==> src/rtl/bram_req_ctrl_pkg.sv <==
// Shared widths and depth for the BRAM request controller.
// Holds the default BRAM geometry and the response FIFO sizing used by the
// controller top, its response FIFO and the request/response interface.
package bram_req_ctrl_pkg;

  localparam int unsigned BRAM_ADDR_WIDTH = 10;
  localparam int unsigned BRAM_DATA_WIDTH = 8;
  localparam int unsigned RSP_FIFO_DEPTH  = 2;
  localparam int unsigned RSP_PTR_W       = $clog2(RSP_FIFO_DEPTH);
  localparam int unsigned RSP_CNT_W       = $clog2(RSP_FIFO_DEPTH + 1);

endpackage

==> src/rtl/bram_req_ctrl_if.sv <==
// Client-side request and response channels of the BRAM request controller.
// master: client (drives req_*, rsp_ready). slave: controller.
//   req_valid/req_ready/req_we/req_addr/req_wdata : request channel
//   rsp_valid/rsp_ready/rsp_rdata                 : in-order read data channel
interface bram_req_ctrl_if
  import bram_req_ctrl_pkg::*;
#(
  parameter int unsigned addr_width = BRAM_ADDR_WIDTH,
  parameter int unsigned data_width = BRAM_DATA_WIDTH
) ();

  logic                  req_valid;
  logic                  req_ready;
  logic                  req_we;
  logic [addr_width-1:0] req_addr;
  logic [data_width-1:0] req_wdata;
  logic                  rsp_valid;
  logic                  rsp_ready;
  logic [data_width-1:0] rsp_rdata;

  modport master (
    output req_valid, req_we, req_addr, req_wdata, rsp_ready,
    input  req_ready, rsp_valid, rsp_rdata
  );

  modport slave (
    input  req_valid, req_we, req_addr, req_wdata, rsp_ready,
    output req_ready, rsp_valid, rsp_rdata
  );

endinterface

==> src/rtl/bram_req_ctrl_rsp_fifo.sv <==
// Small synchronous FIFO holding captured BRAM read data until the client takes it.
// Ports: clk, rst (sync, active-high), push/push_data, pop, count (occupancy),
// head (oldest entry, valid when count != 0).
module bram_req_ctrl_rsp_fifo
  import bram_req_ctrl_pkg::*;
#(
  parameter int unsigned data_width = BRAM_DATA_WIDTH
) (
  input  logic                  clk,
  input  logic                  rst,
  input  logic                  push,
  input  logic [data_width-1:0] push_data,
  input  logic                  pop,
  output logic [RSP_CNT_W-1:0]  count,
  output logic [data_width-1:0] head
);

  logic [data_width-1:0] mem_q [RSP_FIFO_DEPTH];
  logic [data_width-1:0] mem_d [RSP_FIFO_DEPTH];
  logic [RSP_PTR_W-1:0]  wr_ptr_q, wr_ptr_d;
  logic [RSP_PTR_W-1:0]  rd_ptr_q, rd_ptr_d;
  logic [RSP_CNT_W-1:0]  count_q, count_d;

  // Pointer/count update; depth is a power of two so pointers wrap naturally.
  always_comb begin
    mem_d    = mem_q;
    wr_ptr_d = wr_ptr_q;
    rd_ptr_d = rd_ptr_q;
    count_d  = count_q + RSP_CNT_W'(push) - RSP_CNT_W'(pop);
    if (push) begin
      mem_d[wr_ptr_q] = push_data;
      wr_ptr_d        = wr_ptr_q + RSP_PTR_W'(1);
    end
    if (pop) begin
      rd_ptr_d = rd_ptr_q + RSP_PTR_W'(1);
    end
  end

  always_ff @(posedge clk) begin
    if (rst) begin
      for (int i = 0; i < int'(RSP_FIFO_DEPTH); i++) begin
        mem_q[i] <= '0;
      end
      wr_ptr_q <= '0;
      rd_ptr_q <= '0;
      count_q  <= '0;
    end else begin
      mem_q    <= mem_d;
      wr_ptr_q <= wr_ptr_d;
      rd_ptr_q <= rd_ptr_d;
      count_q  <= count_d;
    end
  end

  assign count = count_q;
  assign head  = mem_q[rd_ptr_q];

endmodule

==> src/rtl/bram_req_ctrl.sv <==
// Initiator-side controller for a single-port synchronous BRAM.
// Ports: clk, rst (sync, active-high); bus (slave modport: request and
// response channels); mem_we/mem_addr/mem_din to the BRAM, mem_dout from it
// (valid one cycle after the address). Reads return in order; writes are silent.
module bram_req_ctrl
  import bram_req_ctrl_pkg::*;
#(
  parameter int unsigned addr_width = BRAM_ADDR_WIDTH,
  parameter int unsigned data_width = BRAM_DATA_WIDTH
) (
  input  logic                  clk,
  input  logic                  rst,
  bram_req_ctrl_if.slave        bus,
  output logic                  mem_we,
  output logic [addr_width-1:0] mem_addr,
  output logic [data_width-1:0] mem_din,
  input  logic [data_width-1:0] mem_dout
);

  logic                  rd_inflight_q, rd_inflight_d;
  logic [RSP_CNT_W-1:0]  fifo_count;
  logic [data_width-1:0] fifo_head;
  logic                  fifo_push, fifo_pop;
  logic                  fifo_empty;
  logic                  rsp_valid_c, rsp_pop_c, req_ready_c, req_fire_c;
  logic [2:0]            occ, occ_after_pop;

  // Credit check: a slot is free if outstanding reads minus this cycle's pop
  // leaves room. Uses only state and rsp_ready, never req_valid/req_we.
  // With an empty FIFO the BRAM output falls straight through to the client,
  // so a read popped on its data cycle never enters the FIFO.
  always_comb begin
    fifo_empty    = (fifo_count == '0);
    occ           = 3'(fifo_count) + 3'(rd_inflight_q);
    rsp_valid_c   = !fifo_empty || rd_inflight_q;
    rsp_pop_c     = rsp_valid_c && bus.rsp_ready;
    occ_after_pop = occ - 3'(rsp_pop_c);
    req_ready_c   = (occ_after_pop < 3'd2);
    req_fire_c    = bus.req_valid && req_ready_c;
    fifo_pop      = rsp_pop_c && !fifo_empty;
    fifo_push     = rd_inflight_q && !(rsp_pop_c && fifo_empty);
    rd_inflight_d = req_fire_c && !bus.req_we;
  end

  always_ff @(posedge clk) begin
    if (rst) begin
      rd_inflight_q <= 1'b0;
    end else begin
      rd_inflight_q <= rd_inflight_d;
    end
  end

  bram_req_ctrl_rsp_fifo #(
    .data_width (data_width)
  ) u_rsp_fifo (
    .clk       (clk),
    .rst       (rst),
    .push      (fifo_push),
    .push_data (mem_dout),
    .pop       (fifo_pop),
    .count     (fifo_count),
    .head      (fifo_head)
  );

  // BRAM drive straight from the request channel; reset blocks a write.
  assign mem_addr = bus.req_addr;
  assign mem_din  = bus.req_wdata;
  assign mem_we   = req_fire_c && bus.req_we && !rst;

  assign bus.req_ready = req_ready_c;
  assign bus.rsp_valid = rsp_valid_c;
  // Oldest data first; zero when nothing is pending.
  assign bus.rsp_rdata = !fifo_empty  ? fifo_head :
                         rd_inflight_q ? mem_dout  : '0;

endmodule
==> src/flat_wrapper.sv <==
// flat-port wrapper written by rule: the top's interface ports become plain ports
module bram_req_ctrl_flat import bram_req_ctrl_pkg::*;
#(
  parameter int unsigned addr_width = BRAM_ADDR_WIDTH,
  parameter int unsigned data_width = BRAM_DATA_WIDTH
)
  (clk, rst, mem_we, mem_addr, mem_din, mem_dout, bus_req_valid, bus_req_we, bus_req_addr, bus_req_wdata, bus_rsp_ready, bus_req_ready, bus_rsp_valid, bus_rsp_rdata);
  bram_req_ctrl_if #(.addr_width(addr_width), .data_width(data_width)) bus_i ();
  input  logic clk;
  input  logic rst;
  output logic mem_we;
  output logic [addr_width-1:0] mem_addr;
  output logic [data_width-1:0] mem_din;
  input  logic [data_width-1:0] mem_dout;
  input wire logic [$bits(bus_i.req_valid)-1:0] bus_req_valid;
  input wire logic [$bits(bus_i.req_we)-1:0] bus_req_we;
  input wire logic [$bits(bus_i.req_addr)-1:0] bus_req_addr;
  input wire logic [$bits(bus_i.req_wdata)-1:0] bus_req_wdata;
  input wire logic [$bits(bus_i.rsp_ready)-1:0] bus_rsp_ready;
  output wire logic [$bits(bus_i.req_ready)-1:0] bus_req_ready;
  output wire logic [$bits(bus_i.rsp_valid)-1:0] bus_rsp_valid;
  output wire logic [$bits(bus_i.rsp_rdata)-1:0] bus_rsp_rdata;
  assign bus_i.req_valid = bus_req_valid;
  assign bus_i.req_we = bus_req_we;
  assign bus_i.req_addr = bus_req_addr;
  assign bus_i.req_wdata = bus_req_wdata;
  assign bus_i.rsp_ready = bus_rsp_ready;
  assign bus_req_ready = bus_i.req_ready;
  assign bus_rsp_valid = bus_i.rsp_valid;
  assign bus_rsp_rdata = bus_i.rsp_rdata;
  bram_req_ctrl #(.addr_width(addr_width), .data_width(data_width)) u_core (.clk(clk), .rst(rst), .bus(bus_i), .mem_we(mem_we), .mem_addr(mem_addr), .mem_din(mem_din), .mem_dout(mem_dout));
endmodule
==> config.mk <==
export PLATFORM = sky130hd
export DESIGN_NAME = bram_req_ctrl_flat
export DESIGN_NICKNAME = d
export VERILOG_FILES = /design/src/rtl/bram_req_ctrl_pkg.sv /design/src/rtl/bram_req_ctrl_if.sv /design/src/rtl/bram_req_ctrl_rsp_fifo.sv /design/src/rtl/bram_req_ctrl.sv /design/src/flat_wrapper.sv
export SDC_FILE = /design/constraint.sdc
export NUM_CORES = 1
export LEC_CHECK = 0
export ABC_CLOCK_PERIOD_IN_PS = 4800
export BUFFER_PORTS_ARGS = -buffer_cell sky130_fd_sc_hd__buf_2
export CAP_MARGIN = 10
export CORE_ASPECT_RATIO = 1.5
export CORE_MARGIN = 1.5
export CORE_UTILIZATION = 50
export DETAILED_ROUTE_END_ITERATION = 8
export HOLD_SLACK_MARGIN = 0.03
export PLACE_DENSITY = 0.83
export SLEW_MARGIN = 25
export SYNTH_ARGS = -nofsm -noshare
export SYNTH_HDL_FRONTEND = slang
export SYNTH_SLANG_ARGS = --single-unit
==> constraint.sdc <==
create_clock -name clk -period 4.8 [get_ports clk]
set_input_delay 0.48 -clock clk [delete_from_list [all_inputs] [get_ports clk]]
set_output_delay 0.48 -clock clk [all_outputs]
set_load 0.01 [all_outputs]
==> results of run 1 <==
-- Yosys cell counts --
cell type	count
nand3_1	8
or3b_2	1
xnor2_1	2
nor3b_1	1
buf_6	1
nand3_2	1
nand2_1	3
mux2i_1	16
fa_1	1
nor2_1	3
nor2b_1	9
buf_2	3
clkbuf_1	3
and4b_1	1
dfxtp_1	21
buf_4	18
inv_1	3
o21ai_0	26
xor2_1	2
nand2b_1	17
ha_1	3
a21oi_1	1
nor4bb_1	1
nor3_4	1
and2_1	2
or3_1	1
-- layout by cell type (no fill, tap or decap), drive strengths merged, types with 2 or more instances in the layout --
cell and count:
nor2b 9, nand3 9, xor2 2, nand2b 17
dfxtp 21, ha 3, o21ai 26, nand2 3
nor2 3, buf 24, clkbuf 3, mux2i 16
xnor2 2, inv 3, and2 2
-- kinds of logic (layout without fill, tap and decap cells) --
kind of cell / count (synthesis) / in the layout / share of synthesized area
and+or+nand+nor: 49 / 49 / 0.236
buffers and inverters: 28 / 31 / 0.142
AOI/OAI and AO/OA: 27 / 27 / 0.104
DFF: 21 / 21 / 0.324
muxes: 16 / 16 / 0.123
adders and majority gates: 4 / 4 / 0.0443
xor gates and xnor gates: 4 / 4 / 0.0270
-- where the power goes --
| part | internal [mW] | switching [mW] |
|---|---|---|
| logic | 0.127 | 0.158 |
| registers | 0.195 | 0.0426 |
| clock network | 0.0312 | 0.0546 |
| total | 0.354 | 0.256 |
-- registers in the layout, indices dropped and copies added, names as in the netlist --
| name | count |
|---|---|
| u_core.u_rsp_fifo.mem_q | 16 |
| u_core.u_rsp_fifo.wr_ptr_q | 1 |
| u_core.u_rsp_fifo.rd_ptr_q | 1 |
| u_core.rd_inflight_q | 1 |
| u_core.u_rsp_fifo.count | 2 |
-- layer usage --
| metal | part of all wire | up-vias |
|---|---|---|
| li1 | - | 492 |
| met1 | 0.43 | 464 |
| met2 | 0.48 | 39 |
| met3 | 0.054 | 7 |
| met4 | 0.030 | 0 |
| met5 | 0 | - |
-- final timing paths --
kind / cells past startpoint / slack, ps / startpoint / endpoint
max reg2reg: 9 / 1850 / u_core.u_rsp_fifo.count[1] / u_core.rd_inflight_q
min reg2reg: 2 / 490 / u_core.u_rsp_fifo.mem_q[10] / u_core.u_rsp_fifo.mem_q[10]
max: 10 / 1060 / u_core.u_rsp_fifo.count[1] / mem_we
min: 2 / 320 / bus_req_we / u_core.rd_inflight_q
-- layout make-up --
class                           count  share of cell area
Multi-Input combinational cell    100               0.532
Sequential cell                    21               0.322
Timing Repair Buffer               24              0.0939
Tap cell                           24              0.0230
Clock buffer                        3              0.0172
Inverter                            3             0.00862
Clock inverter                      1             0.00383
-- metrics by stage --
stage	hold WS (ps)	power [mW]	cells	setup slack (ps)
2_1_floorplan	448	0.462	149	1960
3_3_place_gp	458	0.513	172	1580
3_5_place_dp	472	0.526	172	1450
4_1_cts	306	0.614	176	1090
5_1_grt	308	0.656	176	847
6_report	319	0.610	176	1060
==> reports/results.ini, run 1 <==
[outcome]
status=complete, but fails checks
failed_checks=DRC

[worst_setup_path]
cpPeakStageDelay_ps=800
cp-end-kind=primary output
worstPathArrival_ps=3260
cp_max_fo=17
path_cells=nor2_1 > nand2_1 > and2_1 > ha_1 > nand2b_1 > fa_1 > xnor2_1 > and2_1 > and4b_1 > buf_2
criticalPathCategory=reg2out
required_ps=4320
critPathMostFrequentCell=and2_1
path_buf_inv=1
crit_slowest_cell=nor2_1
path_delay_family=simple AND/OR/NAND/NOR gates
startpoint_type=flip-flop

[synth]
synth_area_leaders=dfxtp_1, mux2i_1, buf_4, o21ai_0, nand2b_1
synth_cells=149
ys_ff_latch=21
postSynthAreaPerCell_um2=8.72
synth.cell_area_mm2=0.00130
seq_area_frac_synth=0.324
yosysTopAreaCell=dfxtp_1
yosysUniqueCellTypes=26
yosysWarningCount=0
yosys.area.top_type_share=0.324
syn_nets=184

[finish]
num-fill-cells=238
n_antenna_cell=0
multiInputGateArea_um2=694
seq_area_um2=420
stdcell_area_mm2=0.00131
areaGrowthSynthToFinish_pct=0.578
drive_above_1_share=0.204
final_util=0.533
nets=188

[timing]
fmax_mhz=268
max-slew-margin-rel=0.331
tns_ps=0
finalSetupViolations=0
hold_viol=0
period_share=0.779
worstMarginPinSlew_ps=1000
rsz0062_at_grt=no
fin_crit_ps=3740
slew_violations=0
fin_skew_ps=7.90

[run]
maxCapViolations=0

[floorplanning]
die_area_mm2=0.00292
num_rows=22
core_region_area_mm2=0.00245
initial_core_util=0.530
die_height_um=65.4
die_w_um=44.6
io_pins=60

[clock_network]
clock_path_buffers=2
tritoncts=done
numCtsBuffers=3
h-tree-depth=1
cts-root-buf=clkbuf_4
cts_resized=0
cts.clk_slew.worst_paths_ps=120
clkLatencyLatePin_ps=310
post_cts_buffers=0
cts_sinks=21
hold_buffers=0

[grt]
grt_antenna_before_repair=0
met3_usage=0.0357
grt_overflow=0
grt_pass1_wl_mm=4.26
track_usage=0.195
grt_start_max_net_pins=31
grt_pass1_vias=1026
busiest_layer=met2
grtUsageMet2=0.292
gr-usage-met1=0.240

[detailed_routing]
first_iter_violations=32
dr_total_vias=1002
drtAntennaViolNets=0
drc=6
vias_per_cell=5.69
drtPass1Iterations=6
wl_mm=2.58
wire_per_inst_um=14.7

[power_and_ir_drop]
power_density_mw_per_mm2=467
p_leak_nw=0.528
peakVddDrop_uv=378

[worst_hold_path]
min_path_type=in2reg

[placed_design]
hpwl_mm=1.83
globalplace.congestion=0.776
portBuffers=23
placed_cell_area_mm2=0.00128

Note: power is estimated with default switching activity, not from simulation.
==> inputs of run 2 (changes only) <==
--- a/config.mk
+++ b/config.mk
@@ -5,15 +5,15 @@
 export SDC_FILE = /design/constraint.sdc
 export NUM_CORES = 1
 export LEC_CHECK = 0
-export ABC_CLOCK_PERIOD_IN_PS = 4800
+export ABC_CLOCK_PERIOD_IN_PS = 3100
 export BUFFER_PORTS_ARGS = -buffer_cell sky130_fd_sc_hd__buf_2
 export CAP_MARGIN = 10
 export CORE_ASPECT_RATIO = 1.5
 export CORE_MARGIN = 1.5
-export CORE_UTILIZATION = 50
+export CORE_UTILIZATION = 42
 export DETAILED_ROUTE_END_ITERATION = 8
 export HOLD_SLACK_MARGIN = 0.03
-export PLACE_DENSITY = 0.83
+export PLACE_DENSITY = 0.74
 export SLEW_MARGIN = 25
 export SYNTH_ARGS = -nofsm -noshare
 export SYNTH_HDL_FRONTEND = slang
==> constraint.sdc (replaced) <==
create_clock -name clk -period 3.1 [get_ports clk]
set_input_delay 0.31 -clock clk [delete_from_list [all_inputs] [get_ports clk]]
set_output_delay 0.31 -clock clk [all_outputs]
set_load 0.01 [all_outputs]
==> run 2 against run 1 <==
Against the previous run:
- the run now ends clean
- sequential power increased by 50%
- core utilization decreased by 6.7 points
- die area increased by 18%
- clock power increased by 100%
- non-clock buffer count increased by 2
- design area increased by 3.9%
- register-to-register slack got worse by 1000 ps
- power increased by 65%
- highest routed layer unchanged
==> reports/results.ini, run 2 (synthesis gave the netlist of run 1 again) <==
[clock_network]
hold_buffers=0  ; unchanged
cts_sinks=21  ; unchanged
post_cts_buffers=0  ; unchanged
cts_resized=0  ; unchanged
cts.clk_slew.worst_paths_ps=70  ; -50 ps
clock_path_buffers=2  ; unchanged
tritoncts=done
cts-root-buf=clkbuf_8
h-tree-depth=1  ; unchanged
clkLatencyLatePin_ps=250  ; -60 ps
numCtsBuffers=3  ; unchanged

[detailed_routing]
wire_per_inst_um=13.1  ; -11%
dr_total_vias=1001  ; -0.10%
first_iter_violations=19  ; -41%
wl_mm=2.52  ; -2.2%
drtAntennaViolNets=0  ; unchanged
drc=0  ; -6
vias_per_cell=5.19  ; -8.9%
drtPass1Iterations=4  ; -2

[floorplanning]
num_rows=24  ; +9.1%
die_height_um=71.1  ; +8.7%
core_region_area_mm2=0.00291  ; +19%
die_w_um=48.4  ; +8.5%
die_area_mm2=0.00344  ; +18%
initial_core_util=0.446  ; -0.0843
io_pins=60  ; unchanged

[timing]
hold_viol=0  ; unchanged
fmax_mhz=359
tns_ps=0  ; unchanged
rsz0062_at_grt=no
period_share=0.900
max-slew-margin-rel=0.617  ; +0.286
slew_violations=0  ; unchanged
fin_crit_ps=2790
finalSetupViolations=0  ; unchanged
fin_skew_ps=1.12  ; -6.78 ps
worstMarginPinSlew_ps=573  ; -427 ps

[run]
maxCapViolations=0  ; unchanged

[finish]
fin_cells=193  ; +9.7%
stdcell_area_mm2=0.00136  ; +3.9%
drive_above_1_share=0.208  ; +0.00384
nets=190  ; +1.1%
seq_area_um2=420  ; unchanged
final_cell_mix=o21ai_0, buf_2, dfxtp_1, nand2b_1, mux2i_1
final_common_cell=o21ai_0
top_register=u_core.u_rsp_fifo.mem_q
largest_reg_flops=16  ; unchanged
num-fill-cells=295  ; +24%
multiInputGateArea_um2=694  ; unchanged
n_antenna_cell=0  ; unchanged
areaGrowthSynthToFinish_pct=4.53

[worst_setup_path]
required_ps=2790  ; -1530 ps
path_buf_inv=1  ; unchanged
cp_max_fo=7  ; -10
rrSetupSlack_ps=830  ; -1020 ps
crit_slowest_cell=dfxtp_1
path_delay_family=simple AND/OR/NAND/NOR gates
criticalPathCategory=reg2out
critPathMostFrequentCell=and2_1
worstPathArrival_ps=2480  ; -780 ps
path_cells=nor2_1 > nand2_1 > and2_1 > ha_1 > nand2b_1 > fa_1 > xnor2_1 > and2_1 > and4b_1 > buf_2
cp-end-kind=primary output
cpPeakStageDelay_ps=390  ; -410 ps
startpoint_type=flip-flop

[grt]
grt_pass1_vias=1088  ; +6.0%
track_usage=0.160  ; -0.0345
grt_antenna_before_repair=0  ; unchanged
grt_pass1_wl_mm=4.38  ; +2.7%
grt_start_max_net_pins=31  ; unchanged
grt_overflow=0  ; unchanged

[worst_hold_path]
min_path_type=in2reg

[placed_design]
globalplace.congestion=0.744  ; -4.1%
dp_cells=189  ; +9.9%
placed_cell_area_mm2=0.00131  ; +2.6%
portBuffers=23  ; unchanged
hpwl_mm=1.83  ; +0.26%

[power_and_ir_drop]
power_density_mw_per_mm2=742  ; +59%
p_total_mw=1.01  ; +65%
p_leak_nw=0.543  ; +2.8%
peakVddDrop_uv=656  ; +74%

[outcome]
status=complete, no violations

## run 2: cell types whose count changed in the layout (fill, tap and decap cells not counted), sizes merged
cell / previous run / this run
buf: 24 / 26
clkbuf: 3 / 4
clkinv: 1 / 0
## run 2: report_power, final
part	total (mW)	internal, mW	switching, mW
clock	0.175	0.0914	0.0839
combinational	0.473	0.215	0.258
sequential	0.358	0.303	0.0558
## run 2: path summary, 6_finish.rpt
path         depth (start not counted)                     endpoint                         from
max                                 10                       mem_we   u_core.u_rsp_fifo.count[1]
min                                  2         u_core.rd_inflight_q                   bus_req_we
max reg2reg                          9         u_core.rd_inflight_q   u_core.u_rsp_fifo.count[1]
min reg2reg                          2  u_core.u_rsp_fifo.mem_q[10]  u_core.u_rsp_fifo.mem_q[10]
## run 2: final cells by class
cell class | count | area share
Multi-Input combinational cell | 100 | 0.512
Sequential cell | 21 | 0.310
Timing Repair Buffer | 26 | 0.101
Tap cell | 39 | 0.0359
Clock buffer | 4 | 0.0332
Inverter | 3 | 0.00829
## run 2: routing by layer
layer	vias to the layer above	GRT usage	wire, µm
li1	495	-	-
met1	466	0.146	1030
met2	32	0.307	1320
met3	8	0.0359	105
met4	0	0.111	68
met5	-	0	0
## run 2: through the flow
stage	worst slack, ps	utilization	hold WS [ps]
6_report	311	0.466	226
5_1_grt	144	0.466	221
4_1_cts	290	0.466	222
3_5_place_dp	578	0.451	462
3_3_place_gp	684	0.451	457
2_1_floorplan	427	-	386
## run 2: worst register-to-register path: cells and delay by family, from the launching register on
| kind | cells | cell delay [ps] |
|---|---|---|
| AND/OR/NAND/NOR | 6 | 1030 |
| flip-flops | 1 | 390 |
| adder cells (fa/ha/maj) | 2 | 630 |
| XOR/XNOR | 1 | 130 |
